**src/rtl/kv_defines_pkg.sv**
```systemverilog
// Shared types and constants for the key-vault block assembly path.
package kv_defines_pkg;

  localparam int unsigned KV_DWORD_W = 32;

  typedef enum logic [1:0] {
    EMPTY = 2'b00,
    FILL  = 2'b01,
    FULL  = 2'b10
  } kv_asm_state_e;

  // Offset width for a buffer of the given dword count (at least 1 bit).
  function automatic int unsigned kv_offset_w(input int unsigned num_dwords);
    return (num_dwords > 1) ? $clog2(num_dwords) : 1;
  endfunction

endpackage

```
**src/rtl/kv_dword_buf.sv**
```systemverilog
// Dword register array with indexed write, synchronous clear and a flattened
// big-endian view (dword 0 in the most significant 32 bits).
module kv_dword_buf
  import kv_defines_pkg::*;
#(
  parameter  int unsigned NUM_DWORDS = 16,
  localparam int unsigned OFFSET_W   = kv_offset_w(NUM_DWORDS)
) (
  input  logic                             clk,
  input  logic                             rst_b,
  input  logic                             clr,
  input  logic                             wr,
  input  logic [OFFSET_W-1:0]              wr_offset,
  input  logic [KV_DWORD_W-1:0]            wr_data,
  output logic [NUM_DWORDS*KV_DWORD_W-1:0] flat
);

  // Ascending element range puts element 0 in the top bits of the packed vector.
  logic [0:NUM_DWORDS-1][KV_DWORD_W-1:0] mem;

  always_ff @(posedge clk or negedge rst_b) begin
    if (!rst_b) begin
      mem <= '0;
    end else if (clr) begin
      mem <= '0;
    end else if (wr) begin
      mem[wr_offset] <= wr_data;
    end
  end

  assign flat = mem;

endmodule

```
**src/rtl/kv_block_assembler.sv**
```systemverilog
// Assembles key-vault read / pad dwords into a block and hands it to the
// crypto core over valid/ready, backpressuring the read FSM until consumed.
module kv_block_assembler
  import kv_defines_pkg::*;
#(
  parameter  int unsigned DATA_WIDTH = 512,
  localparam int unsigned NUM_DWORDS = DATA_WIDTH / KV_DWORD_W,
  localparam int unsigned OFFSET_W   = kv_offset_w(NUM_DWORDS)
) (
  input  logic                  clk,
  input  logic                  rst_b,
  input  logic                  zeroize,
  input  logic                  write_en,
  input  logic [OFFSET_W-1:0]   write_offset,
  input  logic                  write_pad,
  input  logic [KV_DWORD_W-1:0] pad_data,
  input  logic [KV_DWORD_W-1:0] kv_rd_data,
  input  logic                  write_last,
  output logic                  asm_ready,
  output logic [DATA_WIDTH-1:0] block,
  output logic                  block_valid,
  input  logic                  core_ready,
  output logic [OFFSET_W:0]     dword_cnt,
  output logic                  wr_err,
  input  logic                  err_clr
);

  localparam int unsigned CNT_W = OFFSET_W + 1;

  kv_asm_state_e         state;
  kv_asm_state_e         state_next;
  logic                  wr_ok;
  logic                  consume;
  logic [KV_DWORD_W-1:0] wdata;

  assign wdata = write_pad ? pad_data : kv_rd_data;

  // Next state plus write-accept / consume decode; zeroize overrides everything.
  always_comb begin
    state_next = state;
    wr_ok      = 1'b0;
    consume    = 1'b0;
    case (state)
      EMPTY: begin
        if (write_en) begin
          wr_ok      = 1'b1;
          state_next = write_last ? FULL : FILL;
        end
      end
      FILL: begin
        if (write_en) begin
          wr_ok = 1'b1;
          if (write_last) state_next = FULL;
        end
      end
      FULL: begin
        if (core_ready) begin
          consume    = 1'b1;
          state_next = EMPTY;
        end
      end
      default: state_next = EMPTY;
    endcase
    if (zeroize) begin
      state_next = EMPTY;
      wr_ok      = 1'b0;
      consume    = 1'b0;
    end
  end

  // Handshake flags are registered copies of the next-state decode.
  always_ff @(posedge clk or negedge rst_b) begin
    if (!rst_b) begin
      state       <= EMPTY;
      asm_ready   <= 1'b1;
      block_valid <= 1'b0;
    end else begin
      state       <= state_next;
      asm_ready   <= (state_next == EMPTY);
      block_valid <= (state_next == FULL);
    end
  end

  always_ff @(posedge clk or negedge rst_b) begin
    if (!rst_b) begin
      dword_cnt <= '0;
    end else if (zeroize || consume) begin
      dword_cnt <= '0;
    end else if (wr_ok && (dword_cnt != CNT_W'(NUM_DWORDS))) begin
      dword_cnt <= dword_cnt + CNT_W'(1);
    end
  end

  // A new overrun beats a simultaneous clear so no error is lost.
  always_ff @(posedge clk or negedge rst_b) begin
    if (!rst_b) begin
      wr_err <= 1'b0;
    end else if (zeroize) begin
      wr_err <= 1'b0;
    end else if (write_en && (state == FULL)) begin
      wr_err <= 1'b1;
    end else if (err_clr) begin
      wr_err <= 1'b0;
    end
  end

  kv_dword_buf #(
    .NUM_DWORDS(NUM_DWORDS)
  ) u_buf (
    .clk      (clk),
    .rst_b    (rst_b),
    .clr      (zeroize | consume),
    .wr       (wr_ok),
    .wr_offset(write_offset),
    .wr_data  (wdata),
    .flat     (block)
  );

endmodule

```
**config.mk**
```make
export PLATFORM = sky130hd
export DESIGN_NAME = kv_block_assembler
export DESIGN_NICKNAME = d
export VERILOG_FILES = /design/src/rtl/kv_defines_pkg.sv /design/src/rtl/kv_dword_buf.sv /design/src/rtl/kv_block_assembler.sv
export SDC_FILE = /design/constraint.sdc
export NUM_CORES = 1
export LEC_CHECK = 0
export ABC_CLOCK_PERIOD_IN_PS = 4500
export BUFFER_PORTS_ARGS = -buffer_cell sky130_fd_sc_hd__clkbuf_2
export CAP_MARGIN = 5
export CELL_PAD_IN_SITES_DETAIL_PLACEMENT = 0
export CELL_PAD_IN_SITES_GLOBAL_PLACEMENT = 2
export CORE_ASPECT_RATIO = 1.2
export CORE_UTILIZATION = 36
export CTS_CLUSTER_DIAMETER = 50
export DETAILED_ROUTE_END_ITERATION = 6
export PLACE_DENSITY_LB_ADDON = 0.05
export SLEW_MARGIN = 0
export SYNTH_ARGS = -nofsm -noshare
export SYNTH_HDL_FRONTEND = slang
export SYNTH_SLANG_ARGS = --single-unit
```
**constraint.sdc**
```tcl
create_clock -name clk -period 4.5 [get_ports clk]
set_clock_uncertainty 0.15 [all_clocks]
set_input_delay 0.9 -clock clk [delete_from_list [all_inputs] [get_ports clk]]
set_output_delay 0.9 -clock clk [all_outputs]
set_load 0.005 [all_outputs]
```
==> reports/metrics.cfg, run 1 <==
[synth]
synth_edf_count = 0
yosysUniqueCellTypes = 36
syn_inst = 1922
synth_area_sq_um = 21700
yosysTopAreaCellShare = 0.602
ys_async_sr_fraction = 1.00
syn_nets = 2000
synth_area_per_cell_sq_um = 11.3
ys_seq_elements = 522
synth.area.top_cells = dfrtp_1, a211oi_1, a21oi_1, clkbuf_1, buf_2
synth_top_area_cell = dfrtp_1
ys_seq_area_frac = 0.603
yosysWarnings = 0
synth-main-ff-cell = dfrtp_1

[die]
pin_count = 596
core_sq_um = 59500
initial_core_util = 0.364
die_height_um = 271
die_area_sq_um = 61100
rows = 98
die_x_um = 226

[critical_path]
crit_type = flop to flop
crit_path_max_fanout = 51
crit_required_ps = 4790
cp-end-kind = flop
worstPathArrival_ps = 2880
cp-start-kind = flop

[final_layout]
nets = 2468
design_area_sq_um = 27600
drive_gt1_frac = 0.343
final_cell_mix = clkbuf_2, dfrtp_1, a211oi_1
final_common_cell = clkbuf_2
syn_to_final_growth_pct = 27.6

[clocking]
cts_sinks = 522
cts_hold_repair.buffers = 0
cts_tree = done
postCtsSetupBuffers = 0
ctsResizeCount = 0
clock_latency_ps = 610
cts-root-buf = clkbuf_16
clk_pin_slew_ps = 60
h-tree-depth = 2
cts-buffers-inserted = 58
cts_max_path_buffers = 3

[global_routing]
grt_pass1_wl_um = 135000
grt_overflow = 0
track_usage = 0.301
antenna_found_initial = 2
grt_pass1_vias = 18378
grt_max_degree = 169

[route]
viasPerCell = 5.83
drt_pass1_iterations = 5
wl_um = 93700
dr_total_vias = 18899
first_iter_violations = 1475
ant_nets = 0
drc_errors = 0
routedWlPerCell_um = 28.9

[placed_design]
port-buffer-count = 595
placed_area_sq_um = 25500
dp_hpwl_um = 60700
gp_congestion = 0.819

[timing]
final-hold-violation-count = 0
relSlewSlack = 0.315
fin_setup_tns_ps = 0
max_freq_mhz = 387
layout_min_cycle_time_ps = 2590
worstMarginPinSlew_ps = 1020
slew_viol_final = 0
rsz0062_at_grt = no
fin_crit_sh = 0.575
setup_violations = 0

[flow_run]
drv_cap = 0

[power_and_ir_drop]
vdd_drop_max_mv = 0.313
totalPowerFinal_uw = 11000
power_leakage_uw = 0.0123
power_density_nw_per_um2 = 397

[worst_hold_path]
hp-class = input pin to asynchronous set/reset pin

[status]
status = finished clean

[state kept, by name, summed over array words and instances, names as in the netlist]
name and flops:
asm_ready 1, u_buf.flat 512, wr_err 1, state 2, block_valid 1, dword_cnt 5
[worst paths after layout]
path	endpoint	from	cells after the start	slack, ps
min	u_buf.flat[361]	rst_b	1	190
max in group asynchronous	u_buf.flat[107]	rst_b	3	2790
min in group clk	dword_cnt[4]	dword_cnt[4]	1	390
min reg2reg	dword_cnt[4]	dword_cnt[4]	1	390
max reg2reg	u_buf.flat[368]	state[1]	5	1910
max	u_buf.flat[368]	state[1]	5	1910
[through the flow]
step,worst slack (ps),std cells,utilization,hold WS [ps]
floorplan,2090,1922,-,346
global placement,1410,3130,0.429,364
detailed placement,1300,3130,0.429,373
CTS,1930,3240,0.465,250
global route,1780,3242,0.465,236
finish,1910,3242,0.465,195
[cell type report]
type	count	area [sq um]
Antenna cell	2	5.00
Clock buffer	89	1800
Clock inverter	21	318
Fill cell	5652	31800
Inverter	4	15.0
Multi-Input combinational cell	1121	7570
Sequential cell	522	13100
Tap cell	800	1000
Timing Repair Buffer	683	3860
[report_power, final]
| part | total, uW | leakage [uW] | internal (uW) | switching [uW] |
|---|---|---|---|---|
| logic | 946 | 0.00403 | 232 | 714 |
| registers | 4790 | 0.00727 | 4750 | 38.8 |
| clock network | 5240 | 0.00104 | 3210 | 2030 |
[critical path, cell delays in order, from the launching register on]
cell and delay [ps]:
dfrtp_1 500, nor4b_4 470, buf_12 310, and2_1 600, buf_12 250, a211oi_1 90
[per-layer routing]
metal | global-route usage | vias up | routed length (um)
met1 | 0.399 | 9710 | 38700
met2 | 0.465 | 757 | 43700
met4 | 0.117 | 0 | 3700
li1 | - | 8287 | -
met3 | 0.0826 | 145 | 7640
met5 | 0 | - | 0
[cell usage after synthesis (all sizes together), types with 2 or more instances]
cell,n
and3b,4
nor3b,4
nand2,5
ha,2
nand4bb,3
a21oi,451
nor2,4
nand3b,3
a31oi,64
o31ai,2
and2,9
dfrtp,521
o2111ai,2
nor3,8
mux2i,33
a211oi,512
a2111oi,2
clkbuf,140
nand3,3
inv,4
nand2b,2
buf,135
[kinds of logic (layout without fill, tap and decap cells)]
kind of cell / after synthesis / after routing / share of synthesized area
AO/OA/AOI/OAI: 1034 / 1034 / 0.303
adder cells (fa/ha/maj): 2 / 2 / 0.00116
buffers and inverters: 279 / 797 / 0.0591
flip-flops: 522 / 522 / 0.603
multiplexers: 34 / 34 / 0.0158
other: 0 / 2 / 0
AND/OR/NAND/NOR: 51 / 51 / 0.0177
Power figures use the tool's default switching activity.
==> run 2: changes to the inputs <==
ABC_CLOCK_PERIOD_IN_PS = 2500   (was 4500)
CORE_UTILIZATION = 33   (was 36)
clock period = 2.5 ns   (was 4.5 ns; I/O delays follow)
==> run 2 against run 1 <==
First-iteration DRC count shrank 0.14%; sequential share of layout area shrank 1.4 points; hold slack lost 130 ps; fmax grew 18%; wire length grew 2.7%; power grew 82%; register-to-register slack lost 1600 ps; global-route usage shrank 1.8 points; sequential power grew 80%; via count grew 0.39%; critical path type unchanged; critical endpoint is now u_buf.flat[317]; largest cell class unchanged; largest power group unchanged.
==> reports/metrics.cfg, run 2 (synthesized netlist as in run 1, its figures left out) <==
[status]
status = finished clean

[route]
dr_total_vias = 18973  ; +0.39%
drt_pass1_iterations = 6  ; +1
viasPerCell = 5.71  ; -2.0%
routedWlPerCell_um = 29.0  ; +0.25%
wl_um = 96200  ; +2.7%
first_iter_violations = 1473  ; -0.14%
drc_errors = 0  ; unchanged
ant_nets = 0  ; unchanged

[die]
initial_core_util = 0.335  ; -0.0295
die_x_um = 236  ; +4.4%
pin_count = 596  ; unchanged
rows = 102  ; +4.1%
die_area_sq_um = 66600  ; +9.0%
core_sq_um = 64700  ; +8.8%
die_height_um = 283  ; +4.4%

[final_layout]
final_cell_mix = clkbuf_2, dfrtp_1, a211oi_1
final_common_cell = clkbuf_2
nets = 2516  ; +1.9%
drive_gt1_frac = 0.355  ; +0.0117
design_area_sq_um = 28500  ; +3.1%
n_fill_cell = 6267  ; +11%
finalNonFillerCells = 3320  ; +2.4%
syn_to_final_growth_pct = 31.6
largest_register_ffs = 512  ; unchanged

[placed_design]
placed_area_sq_um = 26300  ; +3.2%
dp_cells = 3205  ; +2.4%
port-buffer-count = 595  ; unchanged
gp_congestion = 0.795  ; -2.9%
dp_hpwl_um = 64000  ; +5.5%
pre_cts_ws_ps = 215  ; -1090 ps

[critical_path]
cp-end-kind = flop
crit_required_ps = 2870  ; -1920 ps
cp-start-kind = flop
crit_path_max_fanout = 59  ; +16%
crit_type = flop to flop
worstPathArrival_ps = 2550  ; -330 ps

[worst_hold_path]
hp-class = input pin to flop

[global_routing]
grt_pass1_wl_um = 139000  ; +3.0%
grt_max_degree = 91  ; -46%
antenna_found_initial = 3  ; +1
grt_pass1_vias = 19132  ; +4.1%
grt_overflow = 0  ; unchanged
track_usage = 0.283  ; -0.0182

[power_and_ir_drop]
power_leakage_uw = 0.0127  ; +2.9%
vdd_drop_max_mv = 0.533  ; +70%
power_density_nw_per_um2 = 702  ; +77%

[timing]
rsz0062_at_grt = no
max_freq_mhz = 458  ; +18%
worstMarginPinSlew_ps = 548  ; -477 ps
setup_violations = 0  ; unchanged
fin_setup_tns_ps = 0  ; unchanged
relSlewSlack = 0.625  ; +0.310
layout_min_cycle_time_ps = 2180  ; -402 ps
fin_crit_sh = 0.874  ; +0.299
slew_viol_final = 0  ; unchanged
layout_setup_ws_ps = 315  ; -1600 ps
final-hold-violation-count = 0  ; unchanged

[clocking]
clk_pin_slew_ps = 60  ; about the same
clock_latency_ps = 620  ; about the same
postCtsSetupBuffers = 0  ; unchanged
cts_sinks = 522  ; unchanged
h-tree-depth = 2  ; unchanged
cts-root-buf = clkbuf_16
cts-buffers-inserted = 61  ; +5.2%
ctsResizeCount = 0  ; unchanged
cts_max_path_buffers = 3  ; unchanged
cts_hold_repair.buffers = 2  ; +2
cts_tree = done

[flow_run]
drv_cap = 0  ; unchanged

## run 2: final timing paths
path,from,end,slack (ps),cells past startpoint
max,state[1],u_buf.flat[317],320,5
min,err_clr,wr_err,60,3
max reg2reg,state[1],u_buf.flat[317],320,5
min reg2reg,wr_err,wr_err,410,2
max in group asynchronous,rst_b,u_buf.flat[409],1110,3
min in group asynchronous,rst_b,u_buf.flat[488],230,2
## run 2: critical path, cell delays in order (launching register included)
cell and delay (ps):
dfrtp_1 530, nor4b_4 400, buf_12 260, buf_12 310
a21oi_1 110, a211oi_1 260
## run 2: stage by stage
stage	hold slack [ps]	util	total power, uW
after CTS	22.0	0.440	20200
after detailed placement	283	0.407	10600
after global routing	40.6	0.440	20600
after floorplan	54.4	-	9520
final	63.0	0.440	20000
after global placement	282	0.407	10600
## run 2: routing by layer
layer,up-vias,track usage,part of all wire
met3,147,0.0732,0.070
li1,8368,-,-
met5,-,0,0
met1,9813,0.370,0.42
met2,645,0.452,0.48
met4,0,0.102,0.035
## run 2: layout make-up
class	count	area, sq um	share of cell area
clock buffers	82	1730	0.0606
multi-input cells	1121	7580	0.266
diodes	2	5.00	0.000176
well taps	832	1040	0.0365
repair buffers	728	4660	0.163
flip-flops and latches	522	13100	0.458
clock inverters	29	407	0.0143
inverters	4	15.0	0.000527
## run 2: power by group
part           leakage (uW)  internal (uW)  total, uW  switching [uW]
logic               0.00438            515       1830            1320
clock network       0.00105           5770       9540            3760
registers           0.00727           8550       8630            79.1
